<file path="src/rtl/rat_int_pkg.sv">
// rat_int_pkg: shared state type, sizing helpers and priority encoder for rat_int_ctrl
package rat_int_pkg;
  typedef enum logic [1:0] {IDLE, REQ, SVC} state_t;
  localparam int N_SRC_DEF = 4;
  function automatic int id_width(input int n);
    return (n > 1) ? $clog2(n) : 1;
  endfunction
  function automatic logic [2:0] prio_enc(input logic [7:0] v);
    prio_enc = '0;
    for (int k = 7; k >= 0; k--)
      if (v[k]) prio_enc = 3'(k);
  endfunction
endpackage

</file>
<file path="src/rtl/irq_sync_edge.sv">
// irq_sync_edge: two-flop synchronizer plus rising-edge pulse for one interrupt line
module irq_sync_edge (
  input  logic CLK,
  input  logic RESET,
  input  logic i_irq,
  output logic o_edge
);
  logic r_s1, r_s2, r_prev;
  always_ff @(posedge CLK)
    if (RESET) {r_s1, r_s2, r_prev} <= '0;
    else {r_s1, r_s2, r_prev} <= {i_irq, r_s1, r_s2};
  assign o_edge = r_s2 & ~r_prev;
endmodule

</file>
<file path="src/rtl/rat_int_ctrl.sv">
// rat_int_ctrl: edge-latched, masked, fixed-priority interrupt controller with
// request/acknowledge handshake and in-service tracking until RETIE
module rat_int_ctrl import rat_int_pkg::*; #(
  parameter int N_SRC = N_SRC_DEF,
  parameter int ID_W  = id_width(N_SRC)
) (
  input  logic             CLK,
  input  logic             RESET,
  input  logic [N_SRC-1:0] IRQ,
  input  logic             MASK_WE,
  input  logic [N_SRC-1:0] MASK_DIN,
  input  logic             I_SET,
  input  logic             I_CLR,
  input  logic             INT_ACK,
  input  logic             INT_DONE,
  output logic             INT_R,
  output logic [ID_W-1:0]  INT_ID,
  output logic             IE,
  output logic [N_SRC-1:0] MASK,
  output logic [N_SRC-1:0] PENDING,
  output logic             IN_SVC
);
  state_t r_state, w_state_nx;
  logic [ID_W-1:0] r_id, w_id_nx;
  logic [N_SRC-1:0] r_pend, r_mask, w_edge, w_elig, w_clr;
  logic r_ie, w_ack;
  genvar i;
  generate
    for (i = 0; i < N_SRC; i++) begin : g_sync
      irq_sync_edge u_sync (.CLK(CLK), .RESET(RESET), .i_irq(IRQ[i]), .o_edge(w_edge[i]));
    end
  endgenerate
  assign w_elig = r_pend & r_mask;
  assign w_ack  = INT_ACK & (r_state == REQ);
  assign w_clr  = w_ack ? (N_SRC'(1) << r_id) : '0;
  always_comb begin
    w_state_nx = r_state;
    w_id_nx    = r_id;
    unique case (r_state)
      IDLE: if (r_ie && |w_elig) begin
        w_state_nx = REQ;
        w_id_nx    = ID_W'(prio_enc(8'(w_elig)));
      end
      REQ:  w_state_nx = INT_ACK ? SVC : (!r_ie || !r_mask[r_id]) ? IDLE : REQ;
      SVC:  w_state_nx = INT_DONE ? IDLE : SVC;
      default: w_state_nx = IDLE;
    endcase
  end
  // a new edge ORs in after the ACK clear so it survives as a fresh event
  always_ff @(posedge CLK)
    if (RESET) begin
      r_state <= IDLE;
      r_id    <= '0;
      r_ie    <= 1'b0;
      r_mask  <= '1;
      r_pend  <= '0;
    end else begin
      r_state <= w_state_nx;
      r_id    <= w_id_nx;
      r_ie    <= !w_ack && !I_CLR && (I_SET || INT_DONE || r_ie);
      r_mask  <= MASK_WE ? MASK_DIN : r_mask;
      r_pend  <= (r_pend & ~w_clr) | w_edge;
    end
  assign INT_R   = (r_state == REQ);
  assign IN_SVC  = (r_state == SVC);
  assign INT_ID  = r_id;
  assign IE      = r_ie;
  assign MASK    = r_mask;
  assign PENDING = r_pend;
endmodule
</file>
<file path="config.mk">
export PLATFORM = sky130hd
export DESIGN_NAME = rat_int_ctrl
export DESIGN_NICKNAME = d
export VERILOG_FILES = /design/src/rtl/rat_int_pkg.sv /design/src/rtl/irq_sync_edge.sv /design/src/rtl/rat_int_ctrl.sv
export SDC_FILE = /design/constraint.sdc
export NUM_CORES = 1
export LEC_CHECK = 0
export ABC_AREA = 1
export CORE_ASPECT_RATIO = 0.75
export CORE_MARGIN = 4
export CORE_UTILIZATION = 31
export DETAILED_ROUTE_END_ITERATION = 10
export GPL_TIMING_DRIVEN = 0
export PLACE_DENSITY_LB_ADDON = 0.05
export SYNTH_ARGS = -nofsm -noshare
export SYNTH_HDL_FRONTEND = slang
export SYNTH_SLANG_ARGS = --single-unit
</file>
<file path="constraint.sdc">
create_clock -name CLK -period 1.1 [get_ports CLK]
set_clock_uncertainty 0.05 [all_clocks]
set_input_delay 0.275 -clock CLK [delete_from_list [all_inputs] [get_ports CLK]]
set_output_delay 0.275 -clock CLK [all_outputs]
set_load 0.005 [all_outputs]
</file>
==> results of run 1 <==
[metrics by stage]
step	setup TNS [ns]	cell area (um2)	hold WS (ns)	util [%]
3_3_place_gp	-3.90	1270	0.340	42.8
2_1_floorplan	0	958	0.332	-
5_1_grt	-1.18	1490	0.276	50.5
6_report	-0.514	1490	0.259	50.5
3_5_place_dp	-3.99	1270	0.345	42.8
4_1_cts	-0.216	1410	0.254	47.7
[cells by family (layout without fill, tap and decap cells)]
| kind of cell | count (synthesis) | in the layout | share of synthesized area [%] |
|---|---|---|---|
| AND/OR/NAND/NOR | 63 | 63 | 29.2 |
| flip-flops | 25 | 25 | 52.2 |
| buffers and inverters | 23 | 70 | 10.4 |
| AO/OA/AOI/OAI | 11 | 11 | 8.09 |
[final cells by class]
| cell class | instances | area share, % |
|---|---|---|
| inverters | 20 | 5.53 |
| clock buffers | 4 | 3.02 |
| repair buffers | 43 | 22.1 |
| well taps | 38 | 3.19 |
| multi-input cells | 74 | 29.0 |
| plain buffers | 3 | 1.68 |
| flip-flops and latches | 25 | 35.5 |
[power breakdown]
group,leakage [uW],switching [uW],internal (uW)
Sequential,0.000210,21.7,953
Clock,0.0000228,271,259
Combinational,0.000472,174,177
[registers in the layout, summed over array words and instances (netlist names)]
signal / count
MASK: 4
IE: 1
r_state: 2
g_sync.u_sync.r_s2: 4
g_sync.u_sync.r_prev: 4
INT_ID: 2
PENDING: 4
g_sync.u_sync.r_s1: 4
[path summary, 6_finish.rpt]
| kind | startpoint | to | cells after the start |
|---|---|---|---|
| setup reg to reg | r_state[0] | PENDING[1] | 5 |
| hold / removal | RESET | r_state[1] | 2 |
| hold reg to reg | g_sync[1].u_sync.r_s1 | g_sync[1].u_sync.r_s2 | 2 |
| setup / recovery | r_state[0] | IN_SVC | 3 |
[repair_timing]
action                     4_1_cts  5_1_grt
setup endpoints to repair       15        9
resized for setup               78       17
buffers inserted                14        3
pin swaps                        1        7
[layer usage]
layer  vias to the layer above  track usage (%)  share of wire (%)
met3                         4             4.87                6.5
li1                        476                -                  -
met4                         0             2.41               0.81
met2                        25             20.4                 46
met1                       411             14.6                 47
met5                         -                0                  0
[cells in the final DEF (no fill, tap or decap), types with 4 or more instances in the layout]
master,netlist,layout
nand2_2,1,5
inv_1,16,15
nand3_1,10,9
dfxtp_4,0,5
dfxtp_1,25,12
o32ai_1,4,4
buf_2,2,15
buf_4,0,15
dfxtp_2,0,8
nor2_1,17,15
clkdlybuf4s50_1,0,13
nand2_1,28,23
[worst register-to-register path, stage by stage (launching register included)]
cell,delay (ns)
dfxtp_4,0.35
buf_6,0.10
buf_4,0.13
nand3_4,0.15
nor3_4,0.16
o32ai_1,0.10
==> impl_results.md, run 1 <==
* Final Hold Vio Count at 0
* Largest net degree at the start of global routing at 14
* Synth top area share at 52.2%
* Post-synth EDFFs at 0
* Worst setup SP type: flop
* HP Class: in2reg
* Crit Path Max Fanout at 2
* Rel. slew slack at 81.5%
* Drc violations at 0
* Maxcap violations at 0
* CP bufs+invs at 2
* Initial core utilization at 32.4%
* # rows at 17
* First-pass GRT wire length at 3880 um
* Die area at 0.00405 mm2
* CP Class: reg2out
* Routed wire per std cell at 11.4 um
* CP cell instances: buf_6, nor2_4, buf_2
* Maximum vdd drop at 739 uV
* LEAKAGE at 0.000704 uW
* Worst endpoint data arrival time at 0.91 ns
* Area grow syn2layout at 55.7%
* Final setup violation count at 11
* Horiz. Die Dim at 72.2 um
* Seq/Total Area, Yosys at 52.2%
* Post-route insts no fill at 207
* Area occupied by multi-input gates at 433 um2
* Count of different cell masters after synthesis at 19
* Clock transition at path regs at 0.08 ns
* GRT Util Overall at 12.2%
* Area leader, netlist: dfxtp_1
* Fin crit period at 1.23 ns
* Drt via density at 4.43
* Routed via count at 916
* Grt ovf at 0
* Ys async rst share at 0%
* Synth top area cells: dfxtp_1 52%, nand2_1 11%, nor2_1 6.7%, inv_1 6.3%, nand3_1 5.2%
* Worst setup EP type: primary output
* Clk sinks at 25
* CTS tree: yes
* Status: finished with violations
* Final setup margin at -0.134 ns
* Core Box Area at 0.00296 mm2
* Post-DP HPWL at 1520 um
* Synthesized instance count at 122
* Top cells by count, synth: 28 x nand2_1, 25 x dfxtp_1, 17 x nor2_1
* Vias in the first global route at 893
* Mapped Area at 958 um2
* Number of nets in the layout at 185
* Initial antenna violation count at 0
* I/O Pins at 28
* Root cell of the clock tree: clkbuf_8
* Post-Syn Nets at 137
* Clock buffer depth at 2
* Antenna cells at 0
* CTS Buf Count at 3
* Final period utilization at 112%
* Most common cell in the netlist: nand2_1
* # hold bufs at CTS at 0
* Clk_lat worst skew at 0.26 ns
* Remaining antenna violation count at 0
* CP top delay family: flip-flops
* CTS HTree Levels at 1
* Yosys reg bits at 25
* Drt total wl at 2360 um
* Data required time of the worst path at 0.77 ns
* Failing checks: negative setup slack
* Register Area at 529 um2
* Most common flop cell mapped by yosys: dfxtp_1
* Worst slack, placed at -0.341 ns
* Reg2reg setup slack at -0.05 ns
* Initial DRC count at 29
* Tot Pwr at 1850 uW
* Final GP Congestion at 0.783
* Port bufs at 26
* RSZ-0062 raised after global routing: true
* Die Height at 56.2 um
* CP max stage cell: dfxtp_4
* Fmax at 811 MHz
* Max Transition Viols Final at 0
* Filler Cell Count at 289
* Worst path max stage delay at 0.35 ns
* Synthesis Warnings at 0
* Power density cells at 1240 mW/mm2
* Syn_area_per_cell at 7.86 um2
* Share of layout cells above drive strength 1 at 42.0%
* Post-Place Cells at 186
* Number of detailed-route iterations in the first pass at 4
* Slew @ Worst Pin at 0.276 ns
Note: power is estimated with default switching activity, not from simulation.
==> run 2, diff against run 1 <==
CORE_UTILIZATION = 45   (was 31)
==> run 2 against run 1 <==
  * The run still ends with negative setup slack left
  * Highest routed layer unchanged
  * Largest cell class unchanged
  * First-iteration DRC count grew 14%
  * Combinational power grew 5%
  * Sequential power grew 0.8%
  * Design area grew 0.42%
  * Non-clock buffer count shrank 2
  * Largest power group unchanged
==> impl_results.md, run 2 (synthesis gave the netlist of run 1 again) <==
* GRT Util Overall at 15.8%
* Drt via density at 4.85
* CP cell instances: buf_6, nor2_4, buf_2
* Core Box Area at 0.00201 mm2
* RSZ-0062 raised after global routing: true
* Remaining antenna violation count at 0
* CP top delay family: flip-flops
* CTS HTree Levels at 1
* Area grow syn2layout at 56.4%
* Number of detailed-route iterations in the first pass at 4
* Die area at 0.00294 mm2
* Data required time of the worst path at 0.77 ns
* Worst path max stage delay at 0.36 ns
* HP Class: in2reg
* Clk sinks at 25
* Final setup margin at -0.190 ns
* Status: finished with violations
* Clk_lat worst skew at 0.31 ns
* Filler Cell Count at 157
* Grt ovf at 0
* Largest net degree at the start of global routing at 14
* Root cell of the clock tree: clkbuf_4
* First-pass GRT wire length at 3390 um
* Die Height at 48.0 um
* Power density cells at 1160 mW/mm2
* Number of nets in the layout at 183
* # hold bufs at CTS at 0
* Final GP Congestion at 0.882
* Drc violations at 0
* Final core occ at 74.4%
* CTS tree: yes
* Worst setup EP type: primary output
* Antenna cells at 0
* Vias in the first global route at 822
* Routed via count at 927
* Slew @ Worst Pin at 0.223 ns
* Failing checks: negative setup slack
* Max Transition Viols Final at 0
* CP max stage cell: dfxtp_4
* Final Hold Vio Count at 0
* Worst endpoint data arrival time at 0.97 ns
* R2r endpoint: PENDING[0]
* Rel. slew slack at 85.0%
* Initial DRC count at 33
* Initial antenna violation count at 0
* Reg2reg setup slack at -0.03 ns
* Critical R2R Launch: r_state[0]
* Maximum vdd drop at 1060 uV
* CTS Buf Count at 3
* Fmax at 775 MHz
* R2R depth at 5
* LEAKAGE at 0.000689 uW
* Worst setup SP type: flop
* Final period utilization at 117%
* Most frequent cells in the layout: 20 x nand2_1, 17 x nor2_1, 15 x inv_1, 14 x buf_6, 13 x clkdlybuf4s50_1
* Fin crit period at 1.29 ns
* Setup TNS at -0.407 ns
* Clock buffer depth at 2
* Crit Path Max Fanout at 2
* Clock transition at path regs at 0.12 ns
* CP Class: reg2out
* # rows at 14
* Hold path cells at 2
* CP bufs+invs at 2
* Commonest non-fill, non-tap cell in the layout: nand2_1
* Maxcap violations at 0
* Horiz. Die Dim at 61.3 um
* I/O Pins at 28
* Port bufs at 26
* Post-DP HPWL at 1530 um
* Drt total wl at 2250 um
* Worst hold start: RESET
* Final setup violation count at 12
* Routed wire per std cell at 11.8 um
* Share of layout cells above drive strength 1 at 41.9%
* Initial core utilization at 47.6%
* Hold endpoint: r_state[1]
run 2: cell count changes in the layout (fill, tap and decap cells not counted), sizes merged:
cell,previous run,this run
buf,33,31
run 2: final cells by class:
type	count	area, um2	share of cell area [%]
plain buffers	3	25.0	1.67
flip-flops and latches	25	527	35.1
multi-input cells	74	433	28.9
clock buffers	4	26.3	1.75
repair buffers	41	380	25.4
inverters	20	77.6	5.18
well taps	24	30.0	2.00
run 2: worst max path at each step:
stage | startpoint | to | slack [ns] | cells after the start
final | r_state[0] | IN_SVC | -0.19 | 3
after global routing | r_state[0] | IN_SVC | -0.24 | 3
after CTS | r_state[0] | IN_SVC | -0.20 | 3
after detailed placement | r_state[1] | IN_SVC | -0.32 | 3
after global placement | r_state[0] | INT_R | -0.31 | 3
after floorplan | MASK[1] | INT_ID[0] | 0.15 | 7
run 2: per-stage QoR:
step / hold WS, ns / setup WS [ns] / cell area, um2 / power (uW) / cells
3_5_place_dp: 0.348 / -0.321 / 1250 / 1270 / 172
3_3_place_gp: 0.339 / -0.309 / 1250 / 1260 / 172
5_1_grt: 0.196 / -0.235 / 1500 / 1830 / 191
6_report: 0.195 / -0.190 / 1500 / 1740 / 191
2_1_floorplan: 0.332 / 0.152 / 958 / 1130 / 122
4_1_cts: 0.191 / -0.198 / 1410 / 1710 / 191
run 2: power by group:
group	switching (uW)	leakage [uW]	internal, uW
clock	245	0.0000150	142
combinational	172	0.000464	198
sequential	27.0	0.000210	956
total	443	0.000689	1290
run 2: layer usage:
layer / track usage, % / up-vias / routed length (um)
met1: 18.9 / 420 / 960
met2: 27.6 / 31 / 1100
met4: 3.90 / 0 / 13
met5: 0 / - / 0
met3: 5.39 / 2 / 178
li1: - / 474 / -
run 2: repair_timing:
item	CTS	global route
pin swaps	2	6
buffers inserted	15	0
gates resized for setup	81	24
endpoints found under the setup margin	13	19
run 2: worst register-to-register path, cell delays in order (launching register included):
cell     delay (ns)
dfxtp_4        0.37
buf_6          0.10
buf_4          0.13
nand3_4        0.14
nor3_4         0.16
o32ai_1        0.09
